<file path="src/rtl/uart_word_packer_if.sv">
// Byte-in / word-out interface for uart_word_packer.
// The master modport drives bytes in and consumes words; the slave modport is the packer side.
interface uart_word_packer_if #(
  parameter int BYTES_PER_WORD = 2,
  parameter int FIFO_DEPTH     = 4
);
  localparam int W     = 8 * BYTES_PER_WORD;
  localparam int CNT_W = $clog2(FIFO_DEPTH + 1);

  logic             uart_byte_ready;
  logic [7:0]       uart_byte;
  logic             flush;
  logic             word_ready;
  logic             word_valid;
  logic [W-1:0]     uart_word;
  logic [CNT_W-1:0] fifo_count;
  logic             overflow;
  logic             timeout_flush;

  modport master (
    output uart_byte_ready, uart_byte, flush, word_ready,
    input  word_valid, uart_word, fifo_count, overflow, timeout_flush
  );

  modport slave (
    input  uart_byte_ready, uart_byte, flush, word_ready,
    output word_valid, uart_word, fifo_count, overflow, timeout_flush
  );
endinterface

</file>
<file path="src/rtl/uart_word_packer.sv">
// Packs UART bytes into BYTES_PER_WORD-byte words and buffers them in a FWFT FIFO.
// Optional partial-word idle timeout is enabled by defining UART_PACKER_TIMEOUT_EN.
module uart_word_packer #(
  parameter int BYTES_PER_WORD = 2,
  parameter int MSB_FIRST      = 1,
  parameter int FIFO_DEPTH     = 4,
  parameter int TIMEOUT_CYCLES = 50000
) (
  input  logic                clk,
  input  logic                rst,
  uart_word_packer_if.slave   bus
);
  localparam int W     = 8 * BYTES_PER_WORD;
  localparam int IDX_W = (BYTES_PER_WORD > 1) ? $clog2(BYTES_PER_WORD) : 1;
  localparam int PTR_W = $clog2(FIFO_DEPTH);
  localparam int CNT_W = $clog2(FIFO_DEPTH + 1);
  localparam int LAST  = BYTES_PER_WORD - 1;

  typedef enum logic {IDLE, ASSEMBLE} state_t;

  state_t           state_q;
  logic [IDX_W-1:0] idx_q;
  logic [W-1:0]     part_q;
  logic [W-1:0]     merged;
  logic [IDX_W-1:0] lane;
  logic             accept, last_byte, push, expire;

  assign accept    = bus.uart_byte_ready && !bus.flush;
  assign last_byte = (BYTES_PER_WORD == 1) ||
                     ((state_q == ASSEMBLE) && (idx_q == IDX_W'(LAST)));
  assign push      = accept && last_byte;
  assign lane      = (MSB_FIRST != 0) ? IDX_W'(LAST) - idx_q : idx_q;

  // NOTE: every always_comb output gets a full default first so no latch is inferred.
  always_comb begin
    merged = part_q;
    merged[int'(lane)*8 +: 8] = bus.uart_byte;
  end

  // Flush beats a same-cycle strobe; an accepted strobe beats the timeout.
  always_ff @(posedge clk or posedge rst) begin
    if (rst) begin
      state_q <= IDLE;
      idx_q   <= '0;
      part_q  <= '0;
    end else if (bus.flush || expire) begin
      state_q <= IDLE;
      idx_q   <= '0;
    end else if (accept) begin
      part_q <= merged;
      if (last_byte) begin
        state_q <= IDLE;
        idx_q   <= '0;
      end else begin
        state_q <= ASSEMBLE;
        idx_q   <= idx_q + 1'b1;
      end
    end
  end

`ifdef UART_PACKER_TIMEOUT_EN
  localparam int TMO_W = $clog2(TIMEOUT_CYCLES + 1);

  logic [TMO_W-1:0] idle_q;
  logic             tmo_q;

  assign expire = (state_q == ASSEMBLE) && !bus.uart_byte_ready && !bus.flush &&
                  (idle_q == TMO_W'(TIMEOUT_CYCLES - 1));

  always_ff @(posedge clk or posedge rst) begin
    if (rst) begin
      idle_q <= '0;
      tmo_q  <= 1'b0;
    end else begin
      tmo_q <= expire;
      if ((state_q != ASSEMBLE) || bus.uart_byte_ready || bus.flush || expire)
        idle_q <= '0;
      else
        idle_q <= idle_q + 1'b1;
    end
  end

  assign bus.timeout_flush = tmo_q;
`else
  assign expire            = 1'b0;
  assign bus.timeout_flush = 1'b0;
`endif

  logic [W-1:0]     mem [FIFO_DEPTH];
  logic [PTR_W-1:0] rd_ptr_q, wr_ptr_q;
  logic [CNT_W-1:0] count_q, count_d;
  logic             ovf_q;
  logic             full, pop, wr_en;

  assign full  = (count_q == CNT_W'(FIFO_DEPTH));
  assign pop   = (count_q != '0) && bus.word_ready;
  assign wr_en = push && (!full || pop);

  always_comb begin
    count_d = count_q;
    if (wr_en && !pop)      count_d = count_q + 1'b1;
    else if (!wr_en && pop) count_d = count_q - 1'b1;
  end

  // NOTE: storage is not reset; the output mux hides stale entries while the FIFO is empty.
  always_ff @(posedge clk) begin
    if (wr_en) mem[wr_ptr_q] <= merged;
  end

  always_ff @(posedge clk or posedge rst) begin
    if (rst) begin
      rd_ptr_q <= '0;
      wr_ptr_q <= '0;
      count_q  <= '0;
      ovf_q    <= 1'b0;
    end else begin
      count_q <= count_d;
      if (wr_en) wr_ptr_q <= wr_ptr_q + 1'b1;
      if (pop)   rd_ptr_q <= rd_ptr_q + 1'b1;
      if (push && full && !pop) ovf_q <= 1'b1;
    end
  end

  assign bus.word_valid = (count_q != '0);
  assign bus.uart_word  = bus.word_valid ? mem[rd_ptr_q] : '0;
  assign bus.fifo_count = count_q;
  assign bus.overflow   = ovf_q;
endmodule
</file>
<file path="src/flat_wrapper.sv">
// flat-port wrapper written by rule: the top's interface ports become plain ports
module uart_word_packer_flat 
#(
  parameter int BYTES_PER_WORD = 2,
  parameter int MSB_FIRST      = 1,
  parameter int FIFO_DEPTH     = 4,
  parameter int TIMEOUT_CYCLES = 50000
)
  (clk, rst, bus_uart_byte_ready, bus_uart_byte, bus_flush, bus_word_ready, bus_word_valid, bus_uart_word, bus_fifo_count, bus_overflow, bus_timeout_flush);
  uart_word_packer_if #(.BYTES_PER_WORD(BYTES_PER_WORD), .FIFO_DEPTH(FIFO_DEPTH)) bus_i ();
  input  logic clk;
  input  logic rst;
  input wire logic [$bits(bus_i.uart_byte_ready)-1:0] bus_uart_byte_ready;
  input wire logic [$bits(bus_i.uart_byte)-1:0] bus_uart_byte;
  input wire logic [$bits(bus_i.flush)-1:0] bus_flush;
  input wire logic [$bits(bus_i.word_ready)-1:0] bus_word_ready;
  output wire logic [$bits(bus_i.word_valid)-1:0] bus_word_valid;
  output wire logic [$bits(bus_i.uart_word)-1:0] bus_uart_word;
  output wire logic [$bits(bus_i.fifo_count)-1:0] bus_fifo_count;
  output wire logic [$bits(bus_i.overflow)-1:0] bus_overflow;
  output wire logic [$bits(bus_i.timeout_flush)-1:0] bus_timeout_flush;
  assign bus_i.uart_byte_ready = bus_uart_byte_ready;
  assign bus_i.uart_byte = bus_uart_byte;
  assign bus_i.flush = bus_flush;
  assign bus_i.word_ready = bus_word_ready;
  assign bus_word_valid = bus_i.word_valid;
  assign bus_uart_word = bus_i.uart_word;
  assign bus_fifo_count = bus_i.fifo_count;
  assign bus_overflow = bus_i.overflow;
  assign bus_timeout_flush = bus_i.timeout_flush;
  uart_word_packer #(.BYTES_PER_WORD(BYTES_PER_WORD), .MSB_FIRST(MSB_FIRST), .FIFO_DEPTH(FIFO_DEPTH), .TIMEOUT_CYCLES(TIMEOUT_CYCLES)) u_core (.clk(clk), .rst(rst), .bus(bus_i));
endmodule
</file>
<file path="config.mk">
export PLATFORM = sky130hd
export DESIGN_NAME = uart_word_packer_flat
export DESIGN_NICKNAME = d
export VERILOG_FILES = /design/src/rtl/uart_word_packer_if.sv /design/src/rtl/uart_word_packer.sv /design/src/flat_wrapper.sv
export SDC_FILE = /design/constraint.sdc
export NUM_CORES = 1
export LEC_CHECK = 0
export BUFFER_PORTS_ARGS = -buffer_cell sky130_fd_sc_hd__buf_2
export CAP_MARGIN = 10
export CORE_AREA = 10 10 99 101
export CTS_CLUSTER_DIAMETER = 100
export DETAILED_ROUTE_END_ITERATION = 10
export DIE_AREA = 0 0 109 111
export PLACE_DENSITY = 0.68
export SKIP_LAST_GASP = 1
export SLEW_MARGIN = 20
export SYNTH_ARGS = -nofsm -noshare
export SYNTH_HDL_FRONTEND = slang
export SYNTH_SLANG_ARGS = --single-unit
</file>
<file path="constraint.sdc">
create_clock -name clk -period 3.65 [get_ports clk]
set_input_delay 0.73 -clock clk [delete_from_list [all_inputs] [get_ports clk]]
set_output_delay 0.73 -clock clk [all_outputs]
set_load 0.05 [all_outputs]
</file>
==> impl_metrics.yaml, run 1 <==
die:
  die_area_um2: 12100
  initial_utilization_pct: 47.72
  pin_count: 35
  coreArea_um2: 7969
  rows: 33
  fp.dieH_um: 111
  die_x_um: 109
yosys:
  synth_top_area_share_pct: 50.54
  synth_nets: 221
  netlist_instances: 202
  yosysMostFrequentCell: "edfxtp_1"
  synth-edff-count: 64
  synth_warnings: 0
  ys_types: 28
  synth.avg_cell_area_um2: 18.82
  syn_area_um2: 3802
  yosysSeqAreaShare_pct: 67.65
  synth_top_flop_cell: "edfxtp_1"
  synth_seq_cells: 90
  yosys-top-cells-area: "edfxtp_1, dfrtp_1, mux2_2"
  synth_common_cells: "edfxtp_1, mux2_2, dfrtp_1, and2_1"
  yosys.area.top_type: "edfxtp_1"
  synthArstFlopShare_pct: 28.89
clocking:
  cts_resized: 0
  clk_latency_ns: 0.35
  htreeDepth: 3
  cts-buffers-inserted: 9
  tritoncts: "built"
  clk_pin_slew_ns: 0.08
  holdBufCountCts: 0
  root_buffer: "clkbuf_8"
  cts.sinks: 90
  post-cts-setup-buffer-count: 0
  cts_buffer_depth: 2
sta:
  setup_viol: 0
  tightest_slew_ns: 0.9770
  whs_ns: 0.4628
  fmax_ghz: 0.3230
  grt_setup_unrepaired: "no"
  fin_setup_tns_ns: 0
  clock_skew_ns: 0.01119
  relSlewSlack_pct: 34.47
  min_period_ns: 3.096
  hold_viol_final: 0
  period_share_pct: 84.81
  fin_ws_ns: 0.5543
  slew_violations: 0
run:
  maxCapViolations: 0
critical_path:
  required_ns: 2.92
  reg2reg_to: "u_core.bus.fifo_count[2]$_DFFE_PP0P_"
  crit_path_end_kind: "output port"
  cpPeakStageDelay_ns: 0.84
  reg2reg_slack_ns: 1.20
  critPathSlowestCell: "dfrtp_1"
  crit_path_max_fanout: 14
  startpoint_type: "flop"
  r2r_start: "u_core.bus.fifo_count[0]$_DFFE_PP0P_"
  rr_worst_depth: 8
  path_class: "flop to output port"
  worstPathArrival_ns: 2.37
  path_cells: "buf_4, mux4_2, and2_1, buf_2"
layout:
  diodes: 0
  finish.net_count: 262
  fin_cells: 353
  area_growth_pct: 12.08
  fin_area_um2: 4262
  fillers: 646
  layout-drive-gt1-share_pct: 39.52
  utilization_pct: 53.48
detailed_routing:
  highest_layer: "met4"
  met1_length_um: 2926
  via_per_inst: 5.187
  drtIter0Drc: 73
  routed-wl-met2_um: 3317
  routedWlPerCell_um: 18.82
  dr.pass1.iters: 5
  totalWireLength_um: 6642
  wl_met3_um: 322
  ant_nets: 0
  vias: 1831
  drc: 0
placed_design:
  dp_cells: 337
  io_buffers: 33
  hpwl_um: 4431
  gp_congestion: 0.6815
  dpl_cell_area_um2: 4076
  pre_cts_ws_ns: 0.8617
global_route:
  grt_pass1_vias: 1981
  track_usage_pct: 11.82
  grt-ovfl-total: 0
  grt_max_degree: 27
  antenna_found_initial: 0
  grt_pass1_wl_um: 10780
power:
  power.density_nw_per_um2: 777.8
  leakage_nw: 1.596
  ir_worst_vdd_mv: 0.4027
  power_mw: 3.315
hold_path:
  hp-class: "flop to flop"
  min_path_cells: 1
  min_from: "u_core.bus.overflow$_DFFE_PP0P_"
  hold_end: "u_core.bus.overflow$_DFFE_PP0P_"
run_status:
  outcome: "finished clean"
## sequential cells by signal (all words and copies together) (netlist names)
name,count
u_core.rd_ptr_q,2
u_core.part_q,16
u_core.state_q,1
u_core.mem,64
u_core.bus.overflow,1
u_core.wr_ptr_q,2
u_core.idx_q,1
u_core.bus.fifo_count,3
## critical path, delay by kind of cell, from the launching register on
kind	cells	cell delay, ns
buffers and inverters	2	0.51
multiplexers	1	0.51
flip-flops	1	0.84
AND/OR/NAND/NOR	1	0.17
## area by class of cell
class / count / area, µm² / share of cell area [%]
timing repair buffer: 40 / 217.7 / 5.109
inverter: 4 / 15.01 / 0.3523
clock inverter: 6 / 57.56 / 1.351
sequential: 90 / 2572 / 60.36
clock buffer: 10 / 127.6 / 2.995
tap: 105 / 131.4 / 3.083
multi-input combinational: 98 / 1140 / 26.75
## kinds of logic (layout without fill, tap and decap cells)
group,count (synthesis),after routing,synth area share (%)
AOI/OAI and AO/OA,1,1,0.1975
xor gates and xnor gates,7,7,1.612
adders and majority gates,6,6,2.172
buffers and inverters,14,60,2.369
DFF,90,90,67.65
muxes,51,51,20.60
other,1,1,0.09862
and+or+nand+nor,32,32,5.298
## where the power goes
group          internal [mW]  switching, mW
clock network          0.312          0.328
registers               1.27          0.147
logic                  0.463          0.798
## how the worst max path moves through the flow
stage / from / endpoint
floorplan: u_core.bus.fifo_count[0]$_DFFE_PP0P_ / bus_uart_word[10]
global placement: u_core.rd_ptr_q[0]$_DFFE_PP0N_ / bus_uart_word[12]
detailed placement: u_core.rd_ptr_q[0]$_DFFE_PP0N_ / bus_uart_word[9]
CTS: u_core.rd_ptr_q[0]$_DFFE_PP0N_ / bus_uart_word[9]
global route: u_core.rd_ptr_q[0]$_DFFE_PP0N_ / bus_uart_word[9]
finish: u_core.rd_ptr_q[0]$_DFFE_PP0N_ / bus_uart_word[9]
## layout by cell type, fill, tap and decap left out, types with 2 or more instances in the layout
cell type and instances:
and2_1 20, buf_2 33, buf_4 7, clkbuf_8 9, clkinv_1 2, clkinv_2 3, dfrtp_1 26, edfxtp_1 64
ha_1 5, inv_1 3, mux2_2 33, mux4_1 8, mux4_2 8, nand2_1 2, nor2_1 4, xnor2_1 5
xor2_1 2
## routing by layer
metal  track usage, %  vias to the layer above
li1                 -                      847
met1            14.94                      938
met2            18.49                       40
met3            2.733                        6
met5                0                        -
met4            5.805                        0
No activity file was read; power rests on OpenSTA's default activity.
==> inputs of run 2 (changes only) <==
--- a/config.mk
+++ b/config.mk
@@ -5,13 +5,14 @@
 export SDC_FILE = /design/constraint.sdc
 export NUM_CORES = 1
 export LEC_CHECK = 0
+export ABC_AREA = 1
 export BUFFER_PORTS_ARGS = -buffer_cell sky130_fd_sc_hd__buf_2
 export CAP_MARGIN = 10
-export CORE_AREA = 10 10 99 101
+export CORE_AREA = 10 10 105 107
 export CTS_CLUSTER_DIAMETER = 100
 export DETAILED_ROUTE_END_ITERATION = 10
-export DIE_AREA = 0 0 109 111
-export PLACE_DENSITY = 0.68
+export DIE_AREA = 0 0 115 117
+export PLACE_DENSITY = 0.71
 export SKIP_LAST_GASP = 1
 export SLEW_MARGIN = 20
 export SYNTH_ARGS = -nofsm -noshare
==> constraint.sdc (replaced) <==
create_clock -name clk -period 2.5 [get_ports clk]
set_input_delay 0.5 -clock clk [delete_from_list [all_inputs] [get_ports clk]]
set_output_delay 0.5 -clock clk [all_outputs]
set_load 0.05 [all_outputs]
==> impl_metrics.yaml, run 2 <==
layout:
  fillers: 833
  diodes: 0
  mostFrequentLayoutCells: "nand2_1, inv_1, edfxtp_1"
  multi_input_area_um2: 1269
  largest_reg_flops: 64
  fin_area_um2: 4783
  top_register: "u_core.mem"
  finish.net_count: 486
  area_growth_pct: 8.701
  layout.cells.most_common: "nand2_1"
  seq_area_um2: 2575
  fin_cells: 583
  layout-drive-gt1-share_pct: 26.48
detailed_routing:
  routed-wl-met2_um: 3843
  drc: 0
  met1_length_um: 3516
  totalWireLength_um: 7838
  ant_nets: 0
  wl_met3_um: 392
  dr.pass1.iters: 4
  drtIter0Drc: 112
  highest_layer: "met4"
  via_per_inst: 4.659
  vias: 2716
  routedWlPerCell_um: 13.44
die:
  initial_utilization_pct: 48.78
  coreArea_um2: 9021
  die_x_um: 115
  rows: 35
  pin_count: 35
  die_area_um2: 13460
  fp.dieH_um: 117
sta:
  fmax_ghz: 0.4509
  grt_setup_unrepaired: "no"
  min_period_ns: 2.218
  fin_setup_tns_ns: 0
  relSlewSlack_pct: 58.52
  setup_viol: 0
  clock_skew_ns: 0.007963
  period_share_pct: 88.71
  slew_violations: 0
  tightest_slew_ns: 0.6157
  hold_viol_final: 0
power:
  power.density_nw_per_um2: 1077
  leakage_nw: 2.217
  swShare_pct: 46.64
  power_mw: 5.152
  internal_power_mw: 2.749
  pwr-share-clk_pct: 17.6
  p_comb_share_pct: 45.4
  switchingPower_mw: 2.403
  ir_worst_vdd_mv: 0.3865
  power_frac_seq_pct: 37.0
critical_path:
  crit_buf_inv: 2
  required_ns: 2.00
  crit_path_end_kind: "output port"
  crit_family: "flip-flops"
  worstPathArrival_ns: 1.72
  cpPeakStageDelay_ns: 0.58
  path_cells: "inv_6, nand3_1, a21oi_1, buf_2"
  startpoint_type: "flop"
  path_class: "flop to output port"
  crit_path_max_fanout: 19
  critPathSlowestCell: "dfrtp_2"
clocking:
  cts.sinks: 90
  cts_buffer_depth: 2
  root_buffer: "clkbuf_8"
  holdBufCountCts: 0
  clk_latency_ns: 0.35
  cts-buffers-inserted: 9
  htreeDepth: 3
  tritoncts: "built"
  clk_pin_slew_ns: 0.08
yosys:
  ys_types: 29
  synth_warnings: 0
  yosysSeqAreaShare_pct: 58.46
  synth_seq_cells: 90
  yosys.area.top_type: "edfxtp_1"
  synth_top_area_share_pct: 43.67
  synth.avg_cell_area_um2: 10.16
  synth_nets: 452
  synth_top_flop_cell: "edfxtp_1"
  netlist_instances: 433
  syn_area_um2: 4400
  synthArstFlopShare_pct: 28.89
  synth_common_cells: "nand2_1, inv_1, edfxtp_1, dfrtp_1, nand3_1"
  yosys-top-cells-area: "edfxtp_1, dfrtp_1, nand2_1"
  synth-edff-count: 64
  yosysMostFrequentCell: "nand2_1"
placed_design:
  dp_cells: 567
  gp_congestion: 0.7453
  hpwl_um: 5458
  io_buffers: 33
  dpl_cell_area_um2: 4593
hold_path:
  hp-class: "input port to asynchronous set/reset pin"
global_route:
  track_usage_pct: 12.22
  grt_pass1_vias: 2706
  grt_max_degree: 35
  grt_pass1_wl_um: 12890
  grt-ovfl-total: 0
  antenna_found_initial: 0
run_status:
  outcome: "finished clean"
run:
  maxCapViolations: 0
-- run 2: repair_timing --
action / CTS / global route
gates resized for setup: 0 / 2
endpoints found under the setup margin: 0 / 15
buffers inserted: 0 / 0
-- run 2: path summary, 6_finish.rpt --
| path | from | end | slack [ns] | cells after the start |
|---|---|---|---|---|
| setup / recovery | u_core.rd_ptr_q[1]$_DFFE_PP0N_ | bus_uart_word[15] | 0.28 | 4 |
| hold / removal | rst | u_core.bus.overflow$_DFFE_PP0P_ | 0.20 | 3 |
| setup reg to reg | u_core.bus.fifo_count[0]$_DFFE_PP0P_ | u_core.bus.fifo_count[1]$_DFFE_PP0P_ | 0.58 | 9 |
| hold reg to reg | u_core.bus.overflow$_DFFE_PP0P_ | u_core.bus.overflow$_DFFE_PP0P_ | 0.48 | 1 |
| max in group asynchronous | rst | u_core.rd_ptr_q[1]$_DFFE_PP0N_ | 2.01 | 3 |
| min in group clk | bus_uart_byte[4] | u_core.part_q[12]$_DFFE_PP0P_ | 0.42 | 3 |
-- run 2: power by group through the flow --
stage                     sequential (mW)  combinational [mW]  clock, mW
final                                1.91                2.34      0.906
after floorplan                      1.94                1.99          0
after global placement               1.92                2.35          0
after global routing                 1.92                2.55      0.994
after detailed placement             1.93                2.38          0
after CTS                            1.90                2.39      0.933
-- run 2: cell type report --
class	count	share of cell area, %
clock buffer	10	2.877
tap	111	2.903
timing repair buffer	41	4.708
clock inverter	6	1.046
inverter	100	8.109
multi-input combinational	225	26.52
sequential	90	53.83
-- run 2: cells by family (layout without fill, tap and decap cells) --
logic type	Yosys count	in the layout	share of synthesized area (%)
AOI/OAI and AO/OA	50	50	8.217
buffers and inverters	118	157	12.71
DFF	90	90	58.46
other	1	1	0.08522
and+or+nand+nor	166	166	18.25
xor gates and xnor gates	2	2	0.3981
adders and majority gates	6	6	1.877
-- run 2: layer usage --
metal / GRT usage, % / up-vias
met2: 20.65 / 38
met4: 3.795 / 0
met3: 3.160 / 5
li1: - / 1420
met5: 0 / -
met1: 14.97 / 1253
-- run 2: tightest hold or removal path, stage by stage --
cell	delay (ns)
buf_2	0.09
inv_1	0.04
buf_4	0.33
-- run 2: metrics by stage --
| step | worst slack, ns | hold WS [ns] | util, % |
|---|---|---|---|
| 2_1_floorplan | 0.04775 | 0.4553 | - |
| 3_3_place_gp | 0.4840 | 0.4566 | 50.92 |
| 4_1_cts | 0.06118 | 0.2046 | 53.00 |
| 3_5_place_dp | 0.4457 | 0.4649 | 50.92 |
| 6_report | 0.2821 | 0.2044 | 53.02 |
| 5_1_grt | 0.1155 | 0.2208 | 53.02 |
==> inputs of run 3 (changes only) <==
--- a/config.mk
+++ b/config.mk
@@ -9,6 +9,7 @@
 export BUFFER_PORTS_ARGS = -buffer_cell sky130_fd_sc_hd__buf_2
 export CAP_MARGIN = 10
 export CORE_AREA = 10 10 105 107
+export CTS_BUF_LIST = sky130_fd_sc_hd__clkbuf_2 sky130_fd_sc_hd__clkbuf_4 sky130_fd_sc_hd__clkbuf_8
 export CTS_CLUSTER_DIAMETER = 100
 export DETAILED_ROUTE_END_ITERATION = 10
 export DIE_AREA = 0 0 115 117
==> constraint.sdc (replaced) <==
create_clock -name clk -period 2.5 [get_ports clk]
set_input_delay 0.25 -clock clk [delete_from_list [all_inputs] [get_ports clk]]
set_output_delay 0.25 -clock clk [all_outputs]
set_load 0.05 [all_outputs]
==> impl_metrics.yaml, run 3 (synthesis gave the netlist of run 2 again) <==
power:
  power.density_nw_per_um2: 1102
  power_mw: 5.306
  ir_worst_vdd_mv: 0.4798
  leakage_nw: 2.238
sta:
  slew_violations: 0
  hold_viol_final: 0
  grt_setup_unrepaired: "no"
  whs_ns: 0.1556
  tightest_slew_ns: 0.7903
  period_share_pct: 85.28
  fin_setup_tns_ns: 0
  fmax_ghz: 0.4690
  min_period_ns: 2.132
  fin_ws_ns: 0.3679
  clock_skew_ns: 0.009744
  relSlewSlack_pct: 47.31
  setup_viol: 0
critical_path:
  required_ns: 2.25
  crit_family: "flip-flops"
  crit_buf_inv: 2
  r2r_start: "u_core.bus.fifo_count[0]$_DFFE_PP0P_"
  reg2reg_to: "u_core.bus.fifo_count[2]$_DFFE_PP0P_"
  path_class: "flop to output port"
  rr_worst_depth: 10
  worstPathArrival_ns: 1.88
  critPathSlowestCell: "dfrtp_1"
  crit_path_end_kind: "output port"
  reg2reg_slack_ns: 0.60
  cpPeakStageDelay_ns: 0.68
  crit_path_max_fanout: 19
  startpoint_type: "flop"
  path_cells: "inv_6, nand3_2, a21oi_2, buf_2"
placed_design:
  hpwl_um: 5452
  io_buffers: 33
  dp_cells: 566
  dpl_cell_area_um2: 4586
  gp_congestion: 0.7622
  pre_cts_ws_ns: 0.6078
global_route:
  grt_pass1_wl_um: 13190
  grt_pass1_vias: 2623
  grt_max_degree: 35
  grt-ovfl-total: 0
  antenna_found_initial: 0
  track_usage_pct: 12.62
clocking:
  htreeDepth: 3
  cts.sinks: 90
  post-cts-setup-buffer-count: 0
  tritoncts: "built"
  cts_resized: 0
  cts_buffer_depth: 2
  cts-buffers-inserted: 9
  root_buffer: "clkbuf_8"
  holdBufCountCts: 1
  clk_latency_ns: 0.35
  clk_pin_slew_ns: 0.09
layout:
  fin_area_um2: 4816
  layout.cells.most_common: "nand2_1"
  layout-drive-gt1-share_pct: 25.64
  diodes: 0
  largest_reg_flops: 64
  fin_cells: 583
  finish.net_count: 486
  top_register: "u_core.mem"
  mostFrequentLayoutCells: "nand2_1, inv_1, edfxtp_1"
  utilization_pct: 53.38
  area_growth_pct: 9.440
hold_path:
  hold_end: "u_core.state_q$_DFFE_PP0P_"
  hp-class: "input port to flop"
  min_path_cells: 4
  min_from: "bus_flush"
detailed_routing:
  via_per_inst: 4.714
  vias: 2748
  ant_nets: 0
  drtIter0Drc: 108
  drc: 0
  routedWlPerCell_um: 13.52
  totalWireLength_um: 7884
  dr.pass1.iters: 4
die:
  coreArea_um2: 9021
  die_x_um: 115
  rows: 35
  fp.dieH_um: 117
  die_area_um2: 13460
  pin_count: 35
  initial_utilization_pct: 48.78
run:
  maxCapViolations: 0
run_status:
  outcome: "finished clean"
## run 3: layout make-up
type,instances,area [µm²]
clock buffer,10,131.4
clock inverter,6,88.84
fill,805,4205
inverter,100,387.9
multi-input combinational,225,1269
sequential,90,2572
tap,111,138.9
timing repair buffer,41,227.7
## run 3: metal layers
| layer | GRT usage, % | share of wire, % | up-vias | wire, µm |
|---|---|---|---|---|
| li1 | - | - | 1421 | - |
| met1 | 16.30 | 45 | 1278 | 3555 |
| met2 | 19.89 | 48 | 39 | 3815 |
| met3 | 3.211 | 5.2 | 10 | 411 |
| met4 | 4.950 | 1.3 | 0 | 102 |
| met5 | 0 | 0 | - | 0 |
## run 3: worst max path at each step
stage          slack, ns                                 start  cells past startpoint                              endpoint
3_3_place_gp        0.67  u_core.bus.fifo_count[0]$_DFFE_PP0P_                     10  u_core.bus.fifo_count[2]$_DFFE_PP0P_
6_report            0.37        u_core.rd_ptr_q[1]$_DFFE_PP0N_                      4                     bus_uart_word[12]
4_1_cts             0.34        u_core.rd_ptr_q[1]$_DFFE_PP0N_                      3                      bus_uart_word[7]
5_1_grt             0.23        u_core.rd_ptr_q[1]$_DFFE_PP0N_                      4                      bus_uart_word[4]
2_1_floorplan       0.30  u_core.bus.fifo_count[0]$_DFFE_PP0P_                      4                      bus_uart_word[0]
3_5_place_dp        0.61  u_core.bus.fifo_count[0]$_DFFE_PP0P_                     10  u_core.bus.fifo_count[2]$_DFFE_PP0P_
## run 3: worst min-delay path, cell delays in order
cell and delay [ns]:
buf_2 0.08, inv_2 0.04, nand3_1 0.06, nand2_1 0.05
## run 3: report_power, final
| group | internal (mW) | total (mW) | switching, mW | leakage (nW) |
|---|---|---|---|---|
| Sequential | 1.75 | 1.89 | 0.146 | 0.905 |
| Clock | 0.578 | 1.08 | 0.501 | 0.108 |
| Combinational | 0.590 | 2.34 | 1.74 | 1.22 |
| Total | 2.91 | 5.31 | 2.39 | 2.24 |
